--- config.mk ---
export PLATFORM = sky130hd
export DESIGN_NAME = seven_seg_rx
export DESIGN_NICKNAME = d
export VERILOG_FILES = /design/src/rtl/seven_seg_rx_pkg.sv /design/src/rtl/seven_seg_hex_decode.sv /design/src/rtl/seven_seg_rx.sv
export SDC_FILE = /design/constraint.sdc
export NUM_CORES = 1
export LEC_CHECK = 0
export CAP_MARGIN = 10
export CORE_MARGIN = 5
export CORE_UTILIZATION = 43
export DETAILED_ROUTE_END_ITERATION = 6
export PLACE_DENSITY = 0.71
export SLEW_MARGIN = 20
export SYNTH_ARGS = -nofsm -noshare
export SYNTH_HDL_FRONTEND = slang
export SYNTH_SLANG_ARGS = --single-unit
--- constraint.sdc ---
create_clock -name CLK -period 2.53 [get_ports CLK]
set_input_delay 0.6325 -clock CLK [delete_from_list [all_inputs] [get_ports CLK]]
set_output_delay 0.6325 -clock CLK [all_outputs]
set_load 0.05 [all_outputs]
--- src/rtl/seven_seg_rx_pkg.sv ---
// seven_seg_rx_pkg
// Constants and types shared between the seven-segment receiver and the
// display-driver side of the bus.
//   - rx_state_t      : receiver pairing FSM state
//   - SEG_0 .. SEG_F  : active-high segment patterns (bit0 = a .. bit6 = g)
//   - SEG_BLANK       : all segments off
//   - BUS_IDLE        : bus value used as the reset/idle history
package seven_seg_rx_pkg;

  typedef enum logic [0:0] {
    HUNT     = 1'b0,
    HAVE_LSB = 1'b1
  } rx_state_t;

  localparam logic [6:0] SEG_0 = 7'h3F;
  localparam logic [6:0] SEG_1 = 7'h06;
  localparam logic [6:0] SEG_2 = 7'h5B;
  localparam logic [6:0] SEG_3 = 7'h4F;
  localparam logic [6:0] SEG_4 = 7'h66;
  localparam logic [6:0] SEG_5 = 7'h6D;
  localparam logic [6:0] SEG_6 = 7'h7D;
  localparam logic [6:0] SEG_7 = 7'h07;
  localparam logic [6:0] SEG_8 = 7'h7F;
  localparam logic [6:0] SEG_9 = 7'h6F;
  localparam logic [6:0] SEG_A = 7'h77;
  localparam logic [6:0] SEG_B = 7'h7C;
  localparam logic [6:0] SEG_C = 7'h39;
  localparam logic [6:0] SEG_D = 7'h5E;
  localparam logic [6:0] SEG_E = 7'h79;
  localparam logic [6:0] SEG_F = 7'h71;

  localparam logic [6:0] SEG_BLANK = 7'h00;

  // Active-low segments all off, LSB digit selected.
  localparam logic [7:0] BUS_IDLE = 8'hFF;

endpackage

--- src/rtl/seven_seg_hex_decode.sv ---
// seven_seg_hex_decode
// Combinational hex decoder for active-high seven-segment patterns.
// Ports:
//   seg    in  [6:0] active-high segments (bit0 = a .. bit6 = g)
//   nibble out [3:0] decoded hex digit (0 when not a table pattern)
//   hit    out       1 when seg matches one of the 16 hex patterns
module seven_seg_hex_decode
  import seven_seg_rx_pkg::*;
(
  input  logic [6:0] seg,
  output logic [3:0] nibble,
  output logic       hit
);

  always_comb begin
    nibble = 4'h0;
    hit    = 1'b1;
    case (seg)
      SEG_0:   nibble = 4'h0;
      SEG_1:   nibble = 4'h1;
      SEG_2:   nibble = 4'h2;
      SEG_3:   nibble = 4'h3;
      SEG_4:   nibble = 4'h4;
      SEG_5:   nibble = 4'h5;
      SEG_6:   nibble = 4'h6;
      SEG_7:   nibble = 4'h7;
      SEG_8:   nibble = 4'h8;
      SEG_9:   nibble = 4'h9;
      SEG_A:   nibble = 4'hA;
      SEG_B:   nibble = 4'hB;
      SEG_C:   nibble = 4'hC;
      SEG_D:   nibble = 4'hD;
      SEG_E:   nibble = 4'hE;
      SEG_F:   nibble = 4'hF;
      default: hit    = 1'b0;
    endcase
  end

endmodule

--- src/rtl/seven_seg_rx.sv ---
// seven_seg_rx
// Receives a multiplexed two-digit seven-segment display bus and recovers
// the displayed byte. The bus is synchronized, debounced (a word must stay
// unchanged for STABLE_CYCLES samples and is taken once per stable episode),
// decoded, and paired LSB-then-MSB into dout.
// Parameters:
//   STABLE_CYCLES  consecutive identical samples needed to accept a word (2..255)
// Ports:
//   CLK      in       clock, rising edge
//   RST      in       asynchronous active-high reset
//   din      in  [7:0] [6:0] active-low segments a..g, [7] 1=LSB digit 0=MSB digit
//   dout     out [7:0] last captured value {MSB nibble, LSB nibble}
//   valid    out      one-cycle pulse when dout is updated
//   err      out      one-cycle pulse when an accepted word is undecodable
//   err_cnt  out [7:0] saturating count of err pulses
// Build option:
//   SEVEN_SEG_RX_ERR_CNT_EN  when defined, err_cnt counts err pulses;
//                            otherwise err_cnt is tied to 8'h00.
module seven_seg_rx
  import seven_seg_rx_pkg::*;
#(
  parameter int STABLE_CYCLES = 4
) (
  input  logic       CLK,
  input  logic       RST,
  input  logic [7:0] din,
  output logic [7:0] dout,
  output logic       valid,
  output logic       err,
  output logic [7:0] err_cnt
);

  // The count register holds samples seen minus one at the point of decision.
  localparam logic [7:0] ACCEPT_AT = 8'(STABLE_CYCLES - 1);

  logic [7:0] sync_p0;
  logic [7:0] sync_p1;
  logic [7:0] hist_p2;
  logic [7:0] stab_cnt;
  logic       consumed;
  logic [7:0] acc_word_p3;
  logic       vld_p3;

  logic [3:0] dec_nibble;
  logic       dec_hit;
  logic       dec_blank;
  logic       bad_word;

  rx_state_t  state;
  logic [3:0] lsb_nib;

  // Stage p0/p1: two-flop synchronizer on the whole bus.
  always_ff @(posedge CLK or posedge RST) begin
    if (RST) begin
      sync_p0 <= BUS_IDLE;
      sync_p1 <= BUS_IDLE;
    end else begin
      sync_p0 <= din;
      sync_p1 <= sync_p0;
    end
  end

  // Stage p2 -> p3: stability filter. The history starts "consumed" so the
  // idle bus after reset is never taken as a word.
  always_ff @(posedge CLK or posedge RST) begin
    if (RST) begin
      hist_p2     <= BUS_IDLE;
      stab_cnt    <= 8'd0;
      consumed    <= 1'b1;
      acc_word_p3 <= BUS_IDLE;
      vld_p3      <= 1'b0;
    end else begin
      vld_p3 <= 1'b0;
      if (sync_p1 != hist_p2) begin
        hist_p2  <= sync_p1;
        stab_cnt <= 8'd1;
        consumed <= 1'b0;
      end else if (!consumed) begin
        if (stab_cnt == ACCEPT_AT) begin
          acc_word_p3 <= hist_p2;
          vld_p3      <= 1'b1;
          consumed    <= 1'b1;
        end else begin
          stab_cnt <= stab_cnt + 8'd1;
        end
      end
    end
  end

  // Stage p3: decode the accepted word (bus segments are active-low).
  seven_seg_hex_decode u_decode (
    .seg    (~acc_word_p3[6:0]),
    .nibble (dec_nibble),
    .hit    (dec_hit)
  );

  assign dec_blank = (~acc_word_p3[6:0] == SEG_BLANK);
  assign bad_word  = vld_p3 && !dec_blank && !dec_hit;

  // Stage p3 -> outputs: LSB/MSB pairing FSM. Blank words change nothing.
  always_ff @(posedge CLK or posedge RST) begin
    if (RST) begin
      state   <= HUNT;
      lsb_nib <= 4'h0;
      dout    <= 8'h00;
      valid   <= 1'b0;
      err     <= 1'b0;
    end else begin
      valid <= 1'b0;
      err   <= 1'b0;
      if (bad_word) begin
        err   <= 1'b1;
        state <= HUNT;
      end else if (vld_p3 && !dec_blank) begin
        if (acc_word_p3[7]) begin
          lsb_nib <= dec_nibble;
          state   <= HAVE_LSB;
        end else if (state == HAVE_LSB) begin
          dout  <= {dec_nibble, lsb_nib};
          valid <= 1'b1;
          state <= HUNT;
        end
      end
    end
  end

`ifdef SEVEN_SEG_RX_ERR_CNT_EN
  logic [7:0] err_cnt_q;

  // Counts alongside the err pulse; holds at 8'hFF.
  always_ff @(posedge CLK or posedge RST) begin
    if (RST) begin
      err_cnt_q <= 8'h00;
    end else if (bad_word && (err_cnt_q != 8'hFF)) begin
      err_cnt_q <= err_cnt_q + 8'd1;
    end
  end

  assign err_cnt = err_cnt_q;
`else
  assign err_cnt = 8'h00;
`endif

endmodule

### Word-level counts from Yosys, hierarchy flattened

Index checks and enable logic that the tools add are counted.

| storage, ports and cells | value |
|---|---|
| flip-flop bits (word level) | 57 |
| input port bits | 10 |
| output and inout port bits | 18 |
| logic and storage cells | 67 |

| operators by class | value |
|---|---|
| $add $sub $neg | 1 |
| equality and inequality tests | 20 |
| muxes and demuxes | 18 |
| bitwise gates (word level) | 5 |
| reductions and logical operators | 11 |

Operators by type and width:

| cell | count |
|---|---|
| $eq A7 B7 Y1 const B | 12 |
| $pmux W4 S15 | 1 |
| $mux W8 | 3 |
| $reduce_or A16 Y1 | 1 |
| $eq A7 B3 Y1 const B | 2 |
| $eq A7 B6 Y1 const B | 2 |
| $mux W1 | 14 |
| $add A8 B1 Y8 const B | 1 |
| $eq A8 B2 Y1 const B | 1 |
| $ne A8 B8 Y1 | 1 |
| $logic_not A7 Y1 | 1 |
| $not A7 Y7 | 1 |
| $reduce_and A3 Y1 | 2 |
| $not A1 Y1 | 4 |
| $reduce_and A4 Y1 | 1 |
| $logic_and A1 B1 Y1 | 2 |
| $logic_not A1 Y1 | 2 |
| $ne A2 B1 Y1 const B | 1 |
| $ne A2 B2 Y1 const B | 1 |
| $reduce_and A2 Y1 | 1 |
| $reduce_bool A2 Y1 | 1 |

### Logic depth before layout (Yosys ltp)

| depth | value |
|---|---|
| depth in word-level cells | 8 |
| mapped depth | 6 |
| depth with buffers taken out | 6 |

### Modules after synthesis

Synthesis repeated with hierarchy kept, for this count alone.

| unflattened totals | value |
|---|---|
| cells, all modules | 216 |
| area, all modules | 2651.3 µm² |

By module, submodules not included:

| module | times used | cells an instance | area each (µm²) | sequential area each (µm²) |
|---|---|---|---|---|
| seven_seg_rx | 1 | 159 | 2250.9 | 1467.7 |
| seven_seg_hex_decode | 1 | 57 | 400.4 | 0.0 |

### Least setup slack after synthesis

No wires, ideal clock.

| path | value |
|---|---|
| kind | register -> register |
| start point | register sync_p1[1] |
| end point | register acc_word_p3[0] |
| setup time | 0.082 ns |
| data arrival time | 1.942 ns |
| required time | 2.448 ns |
| setup slack | 0.506 ns |
| stages on the path, launching flop included | 7 |
| path buffers | 1 |
| period minus slack after synthesis | 2.024 ns |
| path through | dfstp_2 -> xor2_1 -> nor4_1 -> nand2_2 -> or3_1 -> buf_6 -> mux2_4 |

| on the way | value |
|---|---|
| cells in the longest elaborated chain, start to end | 3 |

Ends and longest elaborated chain:

| item | line | RTL |
|---|---|---|
| start: declaration | seven_seg_rx.sv:37 | `logic [7:0] sync_p1;` |
| start signal: assignment | seven_seg_rx.sv:59 | `sync_p1 <= sync_p0;` |
| $ne A8 B8 Y1 | seven_seg_rx.sv:74 | `if (sync_p1 != hist_p2) begin` |
| $not A1 Y1 (no line) | n/a |  |
| $reduce_and A3 Y1 (no line) | n/a |  |
| end signal: assignment | seven_seg_rx.sv:80 | `acc_word_p3 <= hist_p2;` |
| end: declaration | seven_seg_rx.sv:41 | `logic [7:0] acc_word_p3;` |

Every way passes these cells.
A chain may end at the register's enable or synchronous reset.

### Worst setup path after layout

| path | value |
|---|---|
| start point | register acc_word_p3[3] |
| end point | register dout[4] |

| on the way | value |
|---|---|
| cells in the longest elaborated chain, start to end | 8 |
| elaborated cells on any way between the ends | 27 |
| classes of those cells | 16 x eq/ne; 2 x mux; 2 x bitwise; 7 x reduce/logical |

Ends and longest elaborated chain:

| item | line | RTL |
|---|---|---|
| $not A7 Y7 (*) | seven_seg_rx.sv:92, seven_seg_rx.sv:97 |  |
| $eq A7 B6 Y1, or another cell as far along | seven_seg_hex_decode.sv:18 | `case (seg)` |
| $reduce_or A16 Y1 (no line) | n/a |  |
| $mux W1 | seven_seg_hex_decode.sv:18 |  |
| $logic_not A1 Y1 | seven_seg_rx.sv:98 | `assign bad_word = vld_p3 && !dec_blank && !dec_hit;` |
| $logic_and A1 B1 Y1 | seven_seg_rx.sv:98 |  |
| $not A1 Y1 (no line) | n/a |  |
| $reduce_and A4 Y1 (no line) | n/a |  |
| end signal: assignment | seven_seg_rx.sv:119 | `dout <= {dec_nibble, lsb_nib};` |
| end: declaration | seven_seg_rx.sv:27 | `output logic [7:0] dout,` |

Mark *: on every way between the ends. The rest lies on a longest branch, timed or not.

==> impl_metrics.json <==
{
  "drive_gt1_frac": 0.3304,
  "layout_commonest_cell": "dfstp_2",
  "timing.final.hold_violations": 0,
  "cp_max_fo": 15,
  "syn_area_sq_um": 2560,
  "wire_per_inst_um": 13.10,
  "worst_setup_path_start_kind": "register",
  "max_cap_violations": 0,
  "cts_hold_buf": 0,
  "netlist_top_cells_area": "dfstp_2, dfrtp_1, mux2_4",
  "rsz0062_at_grt": "false",
  "cts.clk_slew.worst_paths_ns": 0.06,
  "synth.largest_area_cell": "dfstp_2",
  "fin_cells": 305,
  "syn_inst": 209,
  "final_util": 0.5019,
  "dr.first_iter.drc_count": 96,
  "cpMaxStageDelayCell": "dfstp_2",
  "dr_total_vias": 1570,
  "powerDensity_nw_per_um2": 596.4,
  "initial_core_util": 0.4376,
  "ys.flop_type": "dfstp_2",
  "dr.pass1.iters": 5,
  "wl_um": 3997,
  "grt_start_max_net_pins": 58,
  "dieArea_sq_um": 7597,
  "cp_slowest_stage_delay_ns": 0.70,
  "clkLatencyLatePin_ns": 0.32,
  "track_usage": 0.1178,
  "cts_htree_levels": 3,
  "finClkSkew_ns": 0.005499,
  "rows": 28,
  "cp-end-kind": "register",
  "power_mw": 1.751,
  "setup_viol": 0,
  "grt_overflow": 0,
  "slew_viol_final": 0,
  "status": "complete, no violations",
  "combPwrFrac": 0.042,
  "synth_edf_count": 0,
  "io_buffers": 19,
  "ir_drop_mv": 0.3260,
  "numCtsBuffers": 9,
  "post-route-period-util": 0.8997,
  "synth.distinct_cells": 49,
  "p_switching_uw": 402.1,
  "nets": 236,
  "dpl.hpwl_um": 2752,
  "crit_family": "flip-flops",
  "cts.sinks": 57,
  "drcViolationCount": 0,
  "io-pin-count": 28,
  "ys_seq_area_frac": 0.5733,
  "dp_cells": 289,
  "die_h_um": 87.16,
  "path_class": "reg -> reg",
  "switching_share": 0.2296,
  "synth_top_area_frac": 0.3387,
  "final_cell_mix": "dfstp_2, dfrtp_1, clkdlybuf4s50_1, xor2_1, nor2_1",
  "core_area_sq_um": 5851,
  "async_reset_ff_frac": 1.000,
  "cp.arrival_ns": 2.49,
  "power.internal_mw": 1.349,
  "viasPerCell": 5.148,
  "antenna_found_initial": 0,
  "clock_path_buffers": 2,
  "cts_tree": "yes",
  "syn2layout_area_growth_pct": 14.71,
  "tns_ns": 0,
  "syn_area_per_cell_sq_um": 12.25,
  "hold_class": "reg -> reg",
  "die_w_um": 87.16,
  "maxSlewHeadroom": 0.5494,
  "yosys_warnings": 0,
  "ant_nets": 0,
  "fmax_mhz": 439.3,
  "ys_ff_latch": 57,
  "cts_resized": 0,
  "leakagePower_nw": 1.215,
  "crit_chain": "nand3_1 > nor4bb_1 > a21oi_1 > a31oi_4 > mux2_2",
  "gp_congestion": 0.8317,
  "grt_pass1_wl_um": 6893,
  "worst_pin_slew_ns": 0.6758,
  "crit_buf_inv": 0,
  "period_needed_ns": 2.276,
  "clockRootBuffer": "clkbuf_8",
  "grt_pass1_vias": 1496,
  "pwr-share-seq": 0.548,
  "post-cts-setup-buffers": 0,
  "pwr-share-clk": 0.410,
  "critPathRequiredTime_ns": 2.74,
  "ff2ff_setup_slack_ns": 0.25,
  "antenna_cells": 0
}
## registers in the layout, summed over array words and instances (netlist names)
name,cells
state,1
sync_p0,8
dout,8
hist_p2,8
stab_cnt,8
acc_word_p3,8
sync_p1,8
vld_p3,1
valid,1
err,1
lsb_nib,4
consumed,1
## routing by layer
metal / vias to the layer above / global-route usage / part of all wire
li1: 753 / - / -
met1: 759 / 0.1480 / 0.44
met2: 47 / 0.1725 / 0.48
met3: 11 / 0.04257 / 0.064
met4: 0 / 0.07252 / 0.022
met5: - / 0 / 0
## per-stage QoR
stage / setup WS [ns] / area [sq um] / hold slack, ns
after floorplan: 0.5057 / 2586 / 0.3452
after global placement: 0.2591 / 2764 / 0.3453
after detailed placement: 0.2649 / 2764 / 0.3470
after CTS: 0.2455 / 2937 / 0.3562
after global routing: 0.09141 / 2937 / 0.3573
final: 0.2537 / 2937 / 0.3549
## worst paths after layout
check | endpoint | cells after the start | from
setup / recovery | dout[4] | 5 | acc_word_p3[3]
hold / removal | sync_p1[2] | 0 | sync_p0[2]
setup reg to reg | dout[4] | 5 | acc_word_p3[3]
hold reg to reg | sync_p1[2] | 0 | sync_p0[2]
max in group asynchronous | hist_p2[0] | 3 | RST
min in group asynchronous | dout[1] | 3 | RST
## cell type report
type                            instances  area [sq um]
Multi-Input combinational cell        131         962.2
Clock inverter                          5         31.28
Tap cell                               75         93.84
Timing Repair Buffer                   22         225.2
Sequential cell                        57          1468
Clock buffer                           11         141.4
Fill cell                             509          2914
Inverter                                4         15.01
## worst register-to-register path, delay by kind of cell (launching register included)
family / cells / cell delay [ns]
simple gates: 2 / 0.54
flops: 1 / 0.70
compound gates: 2 / 0.55
mux: 1 / 0.37
## cells in the mapped netlist (all sizes together), types with 3 or more instances
master / count
a21oi: 6
buf: 15
clkbuf: 8
dfrtp: 24
dfstp: 33
inv: 4
mux2: 17
nand2: 9
nand3: 8
nor2: 12
nor3: 9
o21ai: 5
o31ai: 3
or3: 3
xnor2: 3
xor2: 12
## power by group through the flow
stage	Combinational, mW	Sequential (mW)	Clock (mW)
floorplan	0.0654	0.971	0
global placement	0.0751	0.973	0
detailed placement	0.0756	0.975	0
CTS	0.0757	0.960	0.747
global route	0.0817	0.962	0.794
finish	0.0740	0.960	0.717
## logic make-up after synthesis
logic type | share of synthesized area
AOI/OAI and AO/OA | 0.08358
DFF | 0.5733
buffers and inverters | 0.06109
xor gates and xnor gates | 0.05132
adders and majority gates | 0.004887
other | 0.001465
and+or+nand+nor | 0.1300
muxes | 0.09433
Power figures use the tool's default switching activity.
